$ cat src/rtl/gpsw_pkg.sv
// Shared defaults and types for the GP switch debouncer.
package gpsw_pkg;

    localparam int unsigned NUM_SW_DEF       = 16;
    localparam int unsigned TICK_DIV_DEF     = 50000;
    localparam int unsigned STABLE_TICKS_DEF = 10;

    typedef enum logic {
        CH_IDLE = 1'b0,
        CH_PEND = 1'b1
    } chan_st_e;

    typedef struct packed {
        logic [NUM_SW_DEF-1:0] db;
        logic [NUM_SW_DEF-1:0] rise;
        logic [NUM_SW_DEF-1:0] fall;
        logic                  irq;
    } type_gpsw2gpio_s;

endpackage

$ cat src/rtl/gpsw_debounce_if.sv
// Switch-side bundle between the debouncer and its consumer.
interface gpsw_debounce_if
    import gpsw_pkg::*;
#(
    parameter int unsigned NUM_SW = NUM_SW_DEF
);

    logic [NUM_SW-1:0] sw_raw_i;
    logic              en_i;
    logic              irq_clr_i;
    logic [NUM_SW-1:0] sw_db_o;
    logic [NUM_SW-1:0] sw_rise_o;
    logic [NUM_SW-1:0] sw_fall_o;
    logic              sw_irq_o;

    modport master (
        output sw_raw_i, en_i, irq_clr_i,
        input  sw_db_o, sw_rise_o, sw_fall_o, sw_irq_o
    );

    modport slave (
        input  sw_raw_i, en_i, irq_clr_i,
        output sw_db_o, sw_rise_o, sw_fall_o, sw_irq_o
    );

endinterface

$ cat src/rtl/gpsw_chan.sv
// One switch channel: 2-flop synchronizer, tick-qualified debounce and edge pulses.
module gpsw_chan
    import gpsw_pkg::*;
#(
    parameter int unsigned STABLE_TICKS = STABLE_TICKS_DEF
) (
    input  logic clk,
    input  logic rst,
    input  logic sw_raw_i,
    input  logic en_i,
    input  logic tick_i,
    output logic db_o,
    output logic rise_o,
    output logic fall_o
);

    localparam int unsigned CW = $clog2(STABLE_TICKS + 1);
    localparam logic [CW-1:0] CNT_LAST = CW'(STABLE_TICKS - 1);

    logic          sync1_q;
    logic          sync_q;
    logic [CW-1:0] cnt_q;
    logic          db_q;
    logic          rise_q;
    logic          fall_q;
    chan_st_e      st_c;

    // Channel is pending whenever the synchronized level disagrees with the accepted one.
    assign st_c = (sync_q != db_q) ? CH_PEND : CH_IDLE;

    always_ff @(posedge clk or posedge rst) begin
        if (rst) begin
            sync1_q <= 1'b0;
            sync_q  <= 1'b0;
            cnt_q   <= '0;
            db_q    <= 1'b0;
            rise_q  <= 1'b0;
            fall_q  <= 1'b0;
        end else begin
            sync1_q <= sw_raw_i;
            sync_q  <= sync1_q;
            rise_q  <= 1'b0;
            fall_q  <= 1'b0;
            if (!en_i || st_c == CH_IDLE) begin
                cnt_q <= '0;
            end else if (tick_i) begin
                if (cnt_q == CNT_LAST) begin
                    cnt_q  <= '0;
                    db_q   <= sync_q;
                    rise_q <= sync_q;
                    fall_q <= ~sync_q;
                end else begin
                    cnt_q <= cnt_q + CW'(1);
                end
            end
        end
    end

    assign db_o   = db_q;
    assign rise_o = rise_q;
    assign fall_o = fall_q;

endmodule

$ cat src/rtl/gpsw_debounce.sv
// Debouncer top: shared sample prescaler, sticky change interrupt, NUM_SW channels.
module gpsw_debounce
    import gpsw_pkg::*;
#(
    parameter int unsigned NUM_SW       = NUM_SW_DEF,
    parameter int unsigned TICK_DIV     = TICK_DIV_DEF,
    parameter int unsigned STABLE_TICKS = STABLE_TICKS_DEF
) (
    input  logic           clk,
    input  logic           rst,
    gpsw_debounce_if.slave bus
);

    localparam int unsigned PW = $clog2(TICK_DIV);
    localparam logic [PW-1:0] PRESC_LAST = PW'(TICK_DIV - 1);

    logic [PW-1:0]     presc_q;
    logic              tick_c;
    logic              irq_q;
    logic [NUM_SW-1:0] sw_db;
    logic [NUM_SW-1:0] sw_rise;
    logic [NUM_SW-1:0] sw_fall;

    assign tick_c = bus.en_i && (presc_q == PRESC_LAST);

    // Held at zero while disabled so re-enable always starts a full sample period.
    always_ff @(posedge clk or posedge rst) begin
        if (rst) begin
            presc_q <= '0;
        end else if (!bus.en_i || tick_c) begin
            presc_q <= '0;
        end else begin
            presc_q <= presc_q + PW'(1);
        end
    end

    // Set has priority over clear so a coincident clear never loses an event.
    always_ff @(posedge clk or posedge rst) begin
        if (rst) begin
            irq_q <= 1'b0;
        end else if ((|sw_rise) || (|sw_fall)) begin
            irq_q <= 1'b1;
        end else if (bus.irq_clr_i) begin
            irq_q <= 1'b0;
        end
    end

    for (genvar i = 0; i < NUM_SW; i++) begin : g_chan
        gpsw_chan #(
            .STABLE_TICKS (STABLE_TICKS)
        ) u_chan (
            .clk      (clk),
            .rst      (rst),
            .sw_raw_i (bus.sw_raw_i[i]),
            .en_i     (bus.en_i),
            .tick_i   (tick_c),
            .db_o     (sw_db[i]),
            .rise_o   (sw_rise[i]),
            .fall_o   (sw_fall[i])
        );
    end

    assign bus.sw_db_o   = sw_db;
    assign bus.sw_rise_o = sw_rise;
    assign bus.sw_fall_o = sw_fall;
    assign bus.sw_irq_o  = irq_q;

endmodule

$ cat src/flat_wrapper.sv
// flat-port wrapper written by rule: the top's interface ports become plain ports
module gpsw_debounce_flat import gpsw_pkg::*;
#(
    parameter int unsigned NUM_SW       = NUM_SW_DEF,
    parameter int unsigned TICK_DIV     = TICK_DIV_DEF,
    parameter int unsigned STABLE_TICKS = STABLE_TICKS_DEF
)
  (clk, rst, bus_sw_raw_i, bus_en_i, bus_irq_clr_i, bus_sw_db_o, bus_sw_rise_o, bus_sw_fall_o, bus_sw_irq_o);
  gpsw_debounce_if #(.NUM_SW(NUM_SW)) bus_i ();
  input  logic clk;
  input  logic rst;
  input wire logic [$bits(bus_i.sw_raw_i)-1:0] bus_sw_raw_i;
  input wire logic [$bits(bus_i.en_i)-1:0] bus_en_i;
  input wire logic [$bits(bus_i.irq_clr_i)-1:0] bus_irq_clr_i;
  output wire logic [$bits(bus_i.sw_db_o)-1:0] bus_sw_db_o;
  output wire logic [$bits(bus_i.sw_rise_o)-1:0] bus_sw_rise_o;
  output wire logic [$bits(bus_i.sw_fall_o)-1:0] bus_sw_fall_o;
  output wire logic [$bits(bus_i.sw_irq_o)-1:0] bus_sw_irq_o;
  assign bus_i.sw_raw_i = bus_sw_raw_i;
  assign bus_i.en_i = bus_en_i;
  assign bus_i.irq_clr_i = bus_irq_clr_i;
  assign bus_sw_db_o = bus_i.sw_db_o;
  assign bus_sw_rise_o = bus_i.sw_rise_o;
  assign bus_sw_fall_o = bus_i.sw_fall_o;
  assign bus_sw_irq_o = bus_i.sw_irq_o;
  gpsw_debounce #(.NUM_SW(NUM_SW), .TICK_DIV(TICK_DIV), .STABLE_TICKS(STABLE_TICKS)) u_core (.clk(clk), .rst(rst), .bus(bus_i));
endmodule
$ cat config.mk
export PLATFORM = sky130hd
export DESIGN_NAME = gpsw_debounce_flat
export DESIGN_NICKNAME = d
export VERILOG_FILES = /design/src/rtl/gpsw_pkg.sv /design/src/rtl/gpsw_debounce_if.sv /design/src/rtl/gpsw_chan.sv /design/src/rtl/gpsw_debounce.sv /design/src/flat_wrapper.sv
export SDC_FILE = /design/constraint.sdc
export NUM_CORES = 1
export LEC_CHECK = 0
export ABC_CLOCK_PERIOD_IN_PS = 13400
export BUFFER_PORTS_ARGS = -buffer_cell sky130_fd_sc_hd__clkbuf_2
export CORE_ASPECT_RATIO = 1.5
export CORE_MARGIN = 2
export CORE_UTILIZATION = 60
export CTS_CLUSTER_DIAMETER = 50
export CTS_CLUSTER_SIZE = 14
export DETAILED_ROUTE_END_ITERATION = 16
export MAX_ROUTING_LAYER = met4
export PLACE_DENSITY = 0.89
export SYNTH_ARGS = -nofsm -noshare
export SYNTH_HDL_FRONTEND = slang
export SYNTH_SLANG_ARGS = --single-unit
export TNS_END_PERCENT = 50
$ cat constraint.sdc
create_clock -name clk -period 13.4 [get_ports clk]
set_input_delay 0.67 -clock clk [delete_from_list [all_inputs] [get_ports clk]]
set_output_delay 0.67 -clock clk [all_outputs]
set_load 0.01 [all_outputs]
[Yosys cells after proc, flatten, opt, wreduce, memory -nomap -nowiden]
Cells that the tools add are included.
Storage, ports and cells
  flip-flop bits (word level): 161
  bits in latches: 0
  memory bits (writable): 0
  ROM bits: 0
  input port bits: 20
  output and inout bits: 49
  memories: 0
Cells by class
  add/sub/neg operators: 17
  $mul: 0
  div/mod/pow operators: 0
  order comparisons: 0
  equal/unequal tests: 33
  shift-type cells: 0
  muxes and demuxes: 163
  bitwise operators: 48
  reduce and logical (&&, ||, !) cells: 55
Operators by type and width (count)
  two-way mux 4 bit: 48
  two-way mux 1 bit: 114
  adder 4 x 1 -> 4 bit, second input constant: 16
  == test 4 bit, second input constant: 16
  inverter 1 bit: 48
  AND reduction 3 bit: 16
  nonzero test 2 bit: 17
  OR reduction 16 bit: 2
  logical OR 1 bit: 18
  adder 16 x 1 -> 16 bit, second input constant: 1
  == test 16 bit, second input constant: 1
  two-way mux 16 bit: 1
  != test 1 bit: 16
  logical AND 1 bit: 1
  logical NOT 1 bit: 1

[Logic depth before layout (Yosys ltp)]
Gate-level depths: netlist of the first run.
  depth in word-level cells: 6
  gate-level depth with buffers: 8

[By module]
Synthesis of the first run repeated with hierarchy kept, for this count alone.
Second synthesis, totals
  cells, all modules: 690
  area, all modules: 7823.8 um^2
By module, submodules not included
  gpsw_chan: times used 16, cells each 37, area each 429.2 um^2, seq. area each 225.2 um^2
  gpsw_debounce: times used 1, cells each 98, area each 957.2 um^2, seq. area each 425.4 um^2

[Least setup slack after synthesis of the first run]
Ideal clock, no wire load.
  kind: flip-flop to flip-flop
  from: reg u_core.presc_q[10]
  to: reg u_core.g_chan[0].u_chan.cnt_q[2]
  arrival: 2.162 ns
  required time: 13.322 ns
  path slack: 11.160 ns
  stages on the path, launching flop included: 7
  path buffers: 2
  clock period less this slack: 2.240 ns
  cell sequence: dfrtp_1 or4b_1 or4_1 buf_2 buf_6 or4_1 a21oi_1
On the way
  cells in the longest elaborated chain, start to end: 3
RTL lines
  start, declared: RTL line gpsw_debounce.sv:17  | logic [PW-1:0] presc_q;
  start signal, assigned: RTL line gpsw_debounce.sv:33  | presc_q <= presc_q + PW'(1);
  == test 16 bit: RTL line gpsw_debounce.sv:24  | assign tick_c = bus.en_i && (presc_q == PRESC_LAST);
  logical AND 1 bit: RTL line gpsw_debounce.sv:24
  nonzero test 2 bit (no line)
  end signal, assigned: RTL line gpsw_chan.sv:53  | cnt_q <= cnt_q + CW'(1);
  end, declared: RTL line gpsw_chan.sv:22  | logic [CW-1:0] cnt_q;
Every way passes these cells.
A chain may end at the register's enable or synchronous reset.

[Worst setup path in the final report of the first run]
  from: reg u_core.presc_q[0]
  to: reg u_core.g_chan[9].u_chan.cnt_q[2]
On the way
  cells in the longest elaborated chain, start to end: 3
RTL lines (RTL line)
  == test 16 bit: gpsw_debounce.sv:24
  logical AND 1 bit: gpsw_debounce.sv:24
  nonzero test 2 bit (no line)
  end signal, assigned: gpsw_chan.sv:53
  end, declared: gpsw_chan.sv:22
Every way passes these cells.

==> run summary, run 1 <==
status - finished, final reports clean
DRC - 0
met1 Usage GRT - 0.332
Mapped Nets - 792
Setup Fix Bufs, Post-CTS - 0
Ports - 69
first-pass GRT wire length - 28,300 um
final WL - 17,200 um
YS warnings - 0
Initial DRC Count - 608
Final Power - 1.05 mW
CP endpoint kind - register
Rows - 50
Final Hold Violating Endpoints - 0
initial antenna violation count - 0
maximum VDD drop - 0.0848 mV
Hold/Removal Path Class - in -> async
CTS tree - done
Die ar. - 13,600 um^2
largest net degree at the start of global routing - 107
Root Buffer - clkbuf_16
Placer Congestion - 0.819
CTS Buf Count - 17
Initial Util - 0.611
vias in the first global route - 5,863
Most Crowded Layer GR - met2
max-slew violation count - 0
maxcap violations - 0
all-layer global routing usage - 0.275
post-synthesis sequential area ratio - 0.529
Distinct cells, synth - 35
WS Path Type - reg -> reg
Final setup viols - 0
Synth Register Bits - 161
port buffer count - 68
dpl cell area - 7720 um^2
Hold Buf Count CTS - 0
commonest cells after routing, fill and taps aside - 161 x dfrtp_1, 78 x nand2_1, 68 x clkbuf_2, 55 x inv_1, 51 x a21oi_1
worst slew pin tran - 1.12 ns
via count - 5,854
post-CTS resize count - 0
period utilisation layout - 0.223
number of synthesized flops with an enable pin - 0
cells after synthesis - 739
Final min period - 2.99 ns
RSZ-0062 raised after global routing - no
most common cell after layout, fill and taps aside - dfrtp_1
die width - 96.0 um
Max Clock Freq - 334 MHz
met3 GRT Util - 0.0535
number of diodes - 0
Setup TNS - 0 ns
Via-to-Cell Ratio - 6.34
drt pass-1 iters - 5
Final ANT Viol Nets - 0
M2 GR Usage - 0.450
Fill cells - 845
CTS clock-pin slew for the worst setup and hold paths - 0.06 ns
mapped cell area - 7610 um^2
Power per Cell Area - 125 nW/um^2
CORE AREA - 12,400 um^2
Rel. slew slack - 0.254
htree depth - 4
CTS Sinks - 161
Startpoint Class - register
HPWL Detailed - 11,200 um
WP data required - 13.72 ns
area delta synth->final - 9.88%
share of cells above drive strength 1 - 0.145
Static Leak - 3.75 nW
Final Net Count - 810
final setup skew - 0.00631 ns
arrival time worst endpoint - 3.32 ns
CTS Buffer Depth - 2
Async S/R FF share, synth - 1.00
DIE HEIGHT - 142 um
Final Cell Area - 8360 um^2
synthesized area per cell - 10.3 um^2
Remaining Overflow, GRT - 0
wire length per cell - 18.6 um
Clock Latency Late Sink - 0.42 ns
Worst Path Max Fanout - 106
Synth Flop Type - dfrtp_1
## worst max-delay path, cell delays in order (launching register included)
cell and delay (ns):
dfrtp_1 0.39, ha_1 0.25, nand4_1 0.26, or4_2 0.71
buf_4 0.39, or4_1 0.62, a21oi_1 0.19
## metrics by stage
stage          hold WS, ns   util  setup slack [ns]  std cells
2_1_floorplan        0.331      -              8.38        739
3_3_place_gp         0.332  0.620             10.27        894
3_5_place_dp         0.335  0.620             10.16        894
4_1_cts              0.340  0.672             10.41        924
5_1_grt              0.341  0.672             10.28        924
6_report             0.344  0.672             10.41        924
## logic make-up after synthesis
group | synth area share
and+or+nand+nor | 0.185
AOI/OAI and AO/OA | 0.111
adders and majority gates | 0.0542
DFF | 0.529
buffers and inverters | 0.0894
xor gates and xnor gates | 0.0311
## per-layer routing
layer	wire length, um	vias up
met4	492	0
met2	9030	249
li1	-	2635
met1	6730	2927
met5	0	-
met3	961	43
## cells in the mapped netlist (8+ instances only)
| library cell | number | area [um^2] |
|---|---|---|
| a311oi_1 | 16 | 140 |
| nor4_1 | 44 | 275 |
| nor2_1 | 20 | 75.1 |
| buf_4 | 48 | 360 |
| or4_1 | 10 | 75.1 |
| dfrtp_1 | 161 | 4030 |
| o31ai_1 | 16 | 120 |
| or3_1 | 18 | 113 |
| nand3_1 | 26 | 130 |
| nand3b_1 | 14 | 105 |
| a41oi_1 | 16 | 140 |
| inv_1 | 56 | 210 |
| o21ai_0 | 36 | 180 |
| xor2_1 | 19 | 166 |
| ha_1 | 33 | 413 |
| xnor2_1 | 8 | 70.1 |
| nand4b_1 | 16 | 140 |
| clkbuf_1 | 17 | 63.8 |
| nand2_1 | 78 | 293 |
| a21oi_1 | 51 | 255 |
## flip-flops by register name, indices dropped and copies added, names as in the netlist
| register | cells |
|---|---|
| u_core.g_chan.u_chan.rise_o | 16 |
| u_core.g_chan.u_chan.cnt_q | 64 |
| u_core.g_chan.u_chan.fall_o | 16 |
| u_core.bus.sw_irq_o | 1 |
| u_core.presc_q | 16 |
| u_core.g_chan.u_chan.db_o | 16 |
| u_core.g_chan.u_chan.sync1_q | 16 |
| u_core.g_chan.u_chan.sync_q | 16 |
## cell type report
class,instances,area (um^2),share of cell area
clock buffers,21,460,0.0550
clock inverters,9,181,0.0217
inverters,56,215,0.0257
multi-input cells,449,2910,0.348
flip-flops and latches,161,4030,0.482
well taps,156,195,0.0233
repair buffers,72,370,0.0443
## report_power, final
part	internal (mW)	switching [mW]	total (mW)
logic	0.00485	0.0195	0.0243
clock network	0.339	0.190	0.528
registers	0.492	0.00450	0.496
## path summary, 6_finish.rpt
check	end	startpoint	slack, ns	cells after the start
setup / recovery	u_core.g_chan[9].u_chan.cnt_q[2]$_DFFE_PP0P_	u_core.presc_q[0]$_DFF_PP0_	10.41	6
hold / removal	u_core.g_chan[12].u_chan.rise_o$_DFF_PP0_	rst	0.34	2
setup reg to reg	u_core.g_chan[9].u_chan.cnt_q[2]$_DFFE_PP0P_	u_core.presc_q[0]$_DFF_PP0_	10.41	6
hold reg to reg	u_core.g_chan[10].u_chan.sync_q$_DFF_PP0_	u_core.g_chan[10].u_chan.sync1_q$_DFF_PP0_	0.34	0
max in group asynchronous	u_core.g_chan[3].u_chan.sync1_q$_DFF_PP0_	rst	11.48	3
min in group clk	u_core.g_chan[10].u_chan.sync_q$_DFF_PP0_	u_core.g_chan[10].u_chan.sync1_q$_DFF_PP0_	0.34	0
No activity file was read; power rests on OpenSTA's default activity.
==> run 2, diff against run 1 <==
ABC_CLOCK_PERIOD_IN_PS = 2500   (was 13400)
CORE_UTILIZATION = 54   (was 60)
PLACE_DENSITY = 0.85   (was 0.89)
clock period = 2.5 ns   (was 13.4 ns; I/O delays follow)
==> run summary, run 2 (synthesized netlist as in run 1, its figures left out) <==
status - finished, final reports clean
CTS clock-pin slew for the worst setup and hold paths - 0.06 ns
initial antenna violation count - 0
worst slew pin tran - 0.791 ns
maxcap violations - 0
Most Crowded Layer GR - met2
drt pass-1 iters - 5
Setup TNS - 0 ns
final setup skew - 0.00893 ns
Hold Path End - u_core.bus.sw_irq_o$_DFFE_PP0P_
area delta synth->final - 14.9%
RR Endpoint - u_core.g_chan[0].u_chan.db_o$_DFFE_PP0P_
Rows - 53
Worst Path Max Fanout - 18
worst reg2reg path depth - 6
Placer Congestion - 0.818
RSZ-0062 raised after global routing - no
first-pass GRT wire length - 28,400 um
met3 GRT Util - 0.0420
Ports - 69
CP endpoint kind - register
Static Leak - 3.93 nW
WS Path Type - reg -> reg
Final Hold Violating Endpoints - 0
Die ar. - 15,100 um^2
wire length per cell - 18.1 um
Final ANT Viol Nets - 0
most frequent CP cell - buf_4
Root Buffer - clkbuf_16
worst reg2reg setup slack - 0.14 ns
via count - 5,991
max reg flops - 64
DIE HEIGHT - 149 um
number of diodes - 0
share of cells above drive strength 1 - 0.169
port buffer count - 68
reg2reg start - u_core.presc_q[7]$_DFF_PP0_
setup ws final - 0.139 ns
met1 Usage GRT - 0.285
Final Net Count - 847
Hold/Removal Path Class - in -> reg
M2 GR Usage - 0.419
Initial DRC Count - 513
Remaining Overflow, GRT - 0
max-slew violation count - 0
Power per Cell Area - 628 nW/um^2
CTS Buffer Depth - 2
Worst Hold Path Cells - 4
arrival time worst endpoint - 2.66 ns
die width - 101 um
CTS tree - done
Cell Chain, Critical Path - buf_4, or4b_1, or4_1, buf_4, o21ai_0, o31ai_1
Biggest register - u_core.g_chan.u_chan.cnt_q
Initial Util - 0.547
Via-to-Cell Ratio - 6.16
slowest stage delay, CP - 0.58 ns
Final setup viols - 0
Clock Latency Late Sink - 0.42 ns
Place WS - 0.0442 ns
CTS Sinks - 161
period utilisation layout - 0.944
CTS Buf Count - 17
Rel. slew slack - 0.468
Hold Startpoint - bus_irq_clr_i
Final min period - 2.36 ns
htree depth - 4
Startpoint Class - register
commonest cells after routing, fill and taps aside - 161 x dfrtp_1, 78 x nand2_1, 68 x clkbuf_2, 55 x inv_1, 51 x a21oi_1
vias in the first global route - 5,801
Setup Fix Bufs, Post-CTS - 0
HPWL Detailed - 11,000 um
final WL - 17,600 um
CORE AREA - 13,900 um^2
maximum VDD drop - 0.351 mV
DRC - 0
largest net degree at the start of global routing - 78
all-layer global routing usage - 0.246
WP data required - 2.80 ns
slowest CP cell - or4b_1
Max Clock Freq - 424 MHz
most common cell after layout, fill and taps aside - dfrtp_1
[run 2: repair_timing]
| item | 4_1_cts | 5_1_grt |
|---|---|---|
| hold buffers | 17 | 0 |
| endpoints found under the setup margin | 0 | 9 |
| hold endpoints to repair | 38 | 0 |
| gates resized for setup | 0 | 1 |
[run 2: layout make-up]
type                       instances  area [um^2]
tap                              165          206
clock buffer                      17          425
inverter                          56          214
clock inverter                    15          183
fill                            1018         5180
sequential                       161         4030
multi-input combinational        449         2920
timing repair buffer             109          771
[run 2: worst max-delay path by stage]
stage                                  from                                       endpoint  slack [ns]  cells after the start
2_1_floorplan  u_core.presc_q[10]$_DFF_PP0_   u_core.g_chan[0].u_chan.cnt_q[2]$_DFFE_PP0P_        0.26                      6
3_5_place_dp   u_core.presc_q[10]$_DFF_PP0_  u_core.g_chan[11].u_chan.cnt_q[2]$_DFFE_PP0P_        0.04                      5
5_1_grt         u_core.presc_q[7]$_DFF_PP0_       u_core.g_chan[0].u_chan.db_o$_DFFE_PP0P_        0.07                      6
3_3_place_gp   u_core.presc_q[10]$_DFF_PP0_  u_core.g_chan[12].u_chan.cnt_q[2]$_DFFE_PP0P_        0.11                      5
6_report        u_core.presc_q[7]$_DFF_PP0_       u_core.g_chan[0].u_chan.db_o$_DFFE_PP0P_        0.14                      6
4_1_cts        u_core.presc_q[10]$_DFF_PP0_  u_core.g_chan[13].u_chan.cnt_q[2]$_DFFE_PP0P_        0.03                      5
[run 2: worst max-delay path: cells and delay by family, from the launching register on]
| family | cells | cell delay, ns |
|---|---|---|
| AND/OR/NAND/NOR | 2 | 1.13 |
| buffers and inverters | 2 | 0.38 |
| flip-flops | 1 | 0.37 |
| AO/OA/AOI/OAI | 2 | 0.34 |
[run 2: per-layer routing]
layer / share of wire / vias up / wire length [um]
met5: 0 / - / 0
met4: 0.029 / 0 / 515
met3: 0.046 / 43 / 805
met2: 0.54 / 230 / 9440
met1: 0.39 / 3009 / 6860
li1: - / 2709 / -
[run 2: power by group]
group	switching (mW)	internal, mW
logic	0.113	0.0555
clock network	1.09	1.58
registers	0.0225	2.64
[run 2: through the flow]
stage / utilization / area, um^2 / std cells / hold WS, ns / power (mW)
4_1_cts: 0.626 / 8720 / 971 / 0.0999 / 5.52
3_3_place_gp: 0.570 / 7940 / 922 / 0.207 / 2.85
3_5_place_dp: 0.570 / 7940 / 922 / 0.219 / 2.85
6_report: 0.628 / 8750 / 972 / 0.0921 / 5.50
2_1_floorplan: - / 7620 / 739 / 0.156 / 2.79
5_1_grt: 0.628 / 8750 / 972 / 0.145 / 5.66
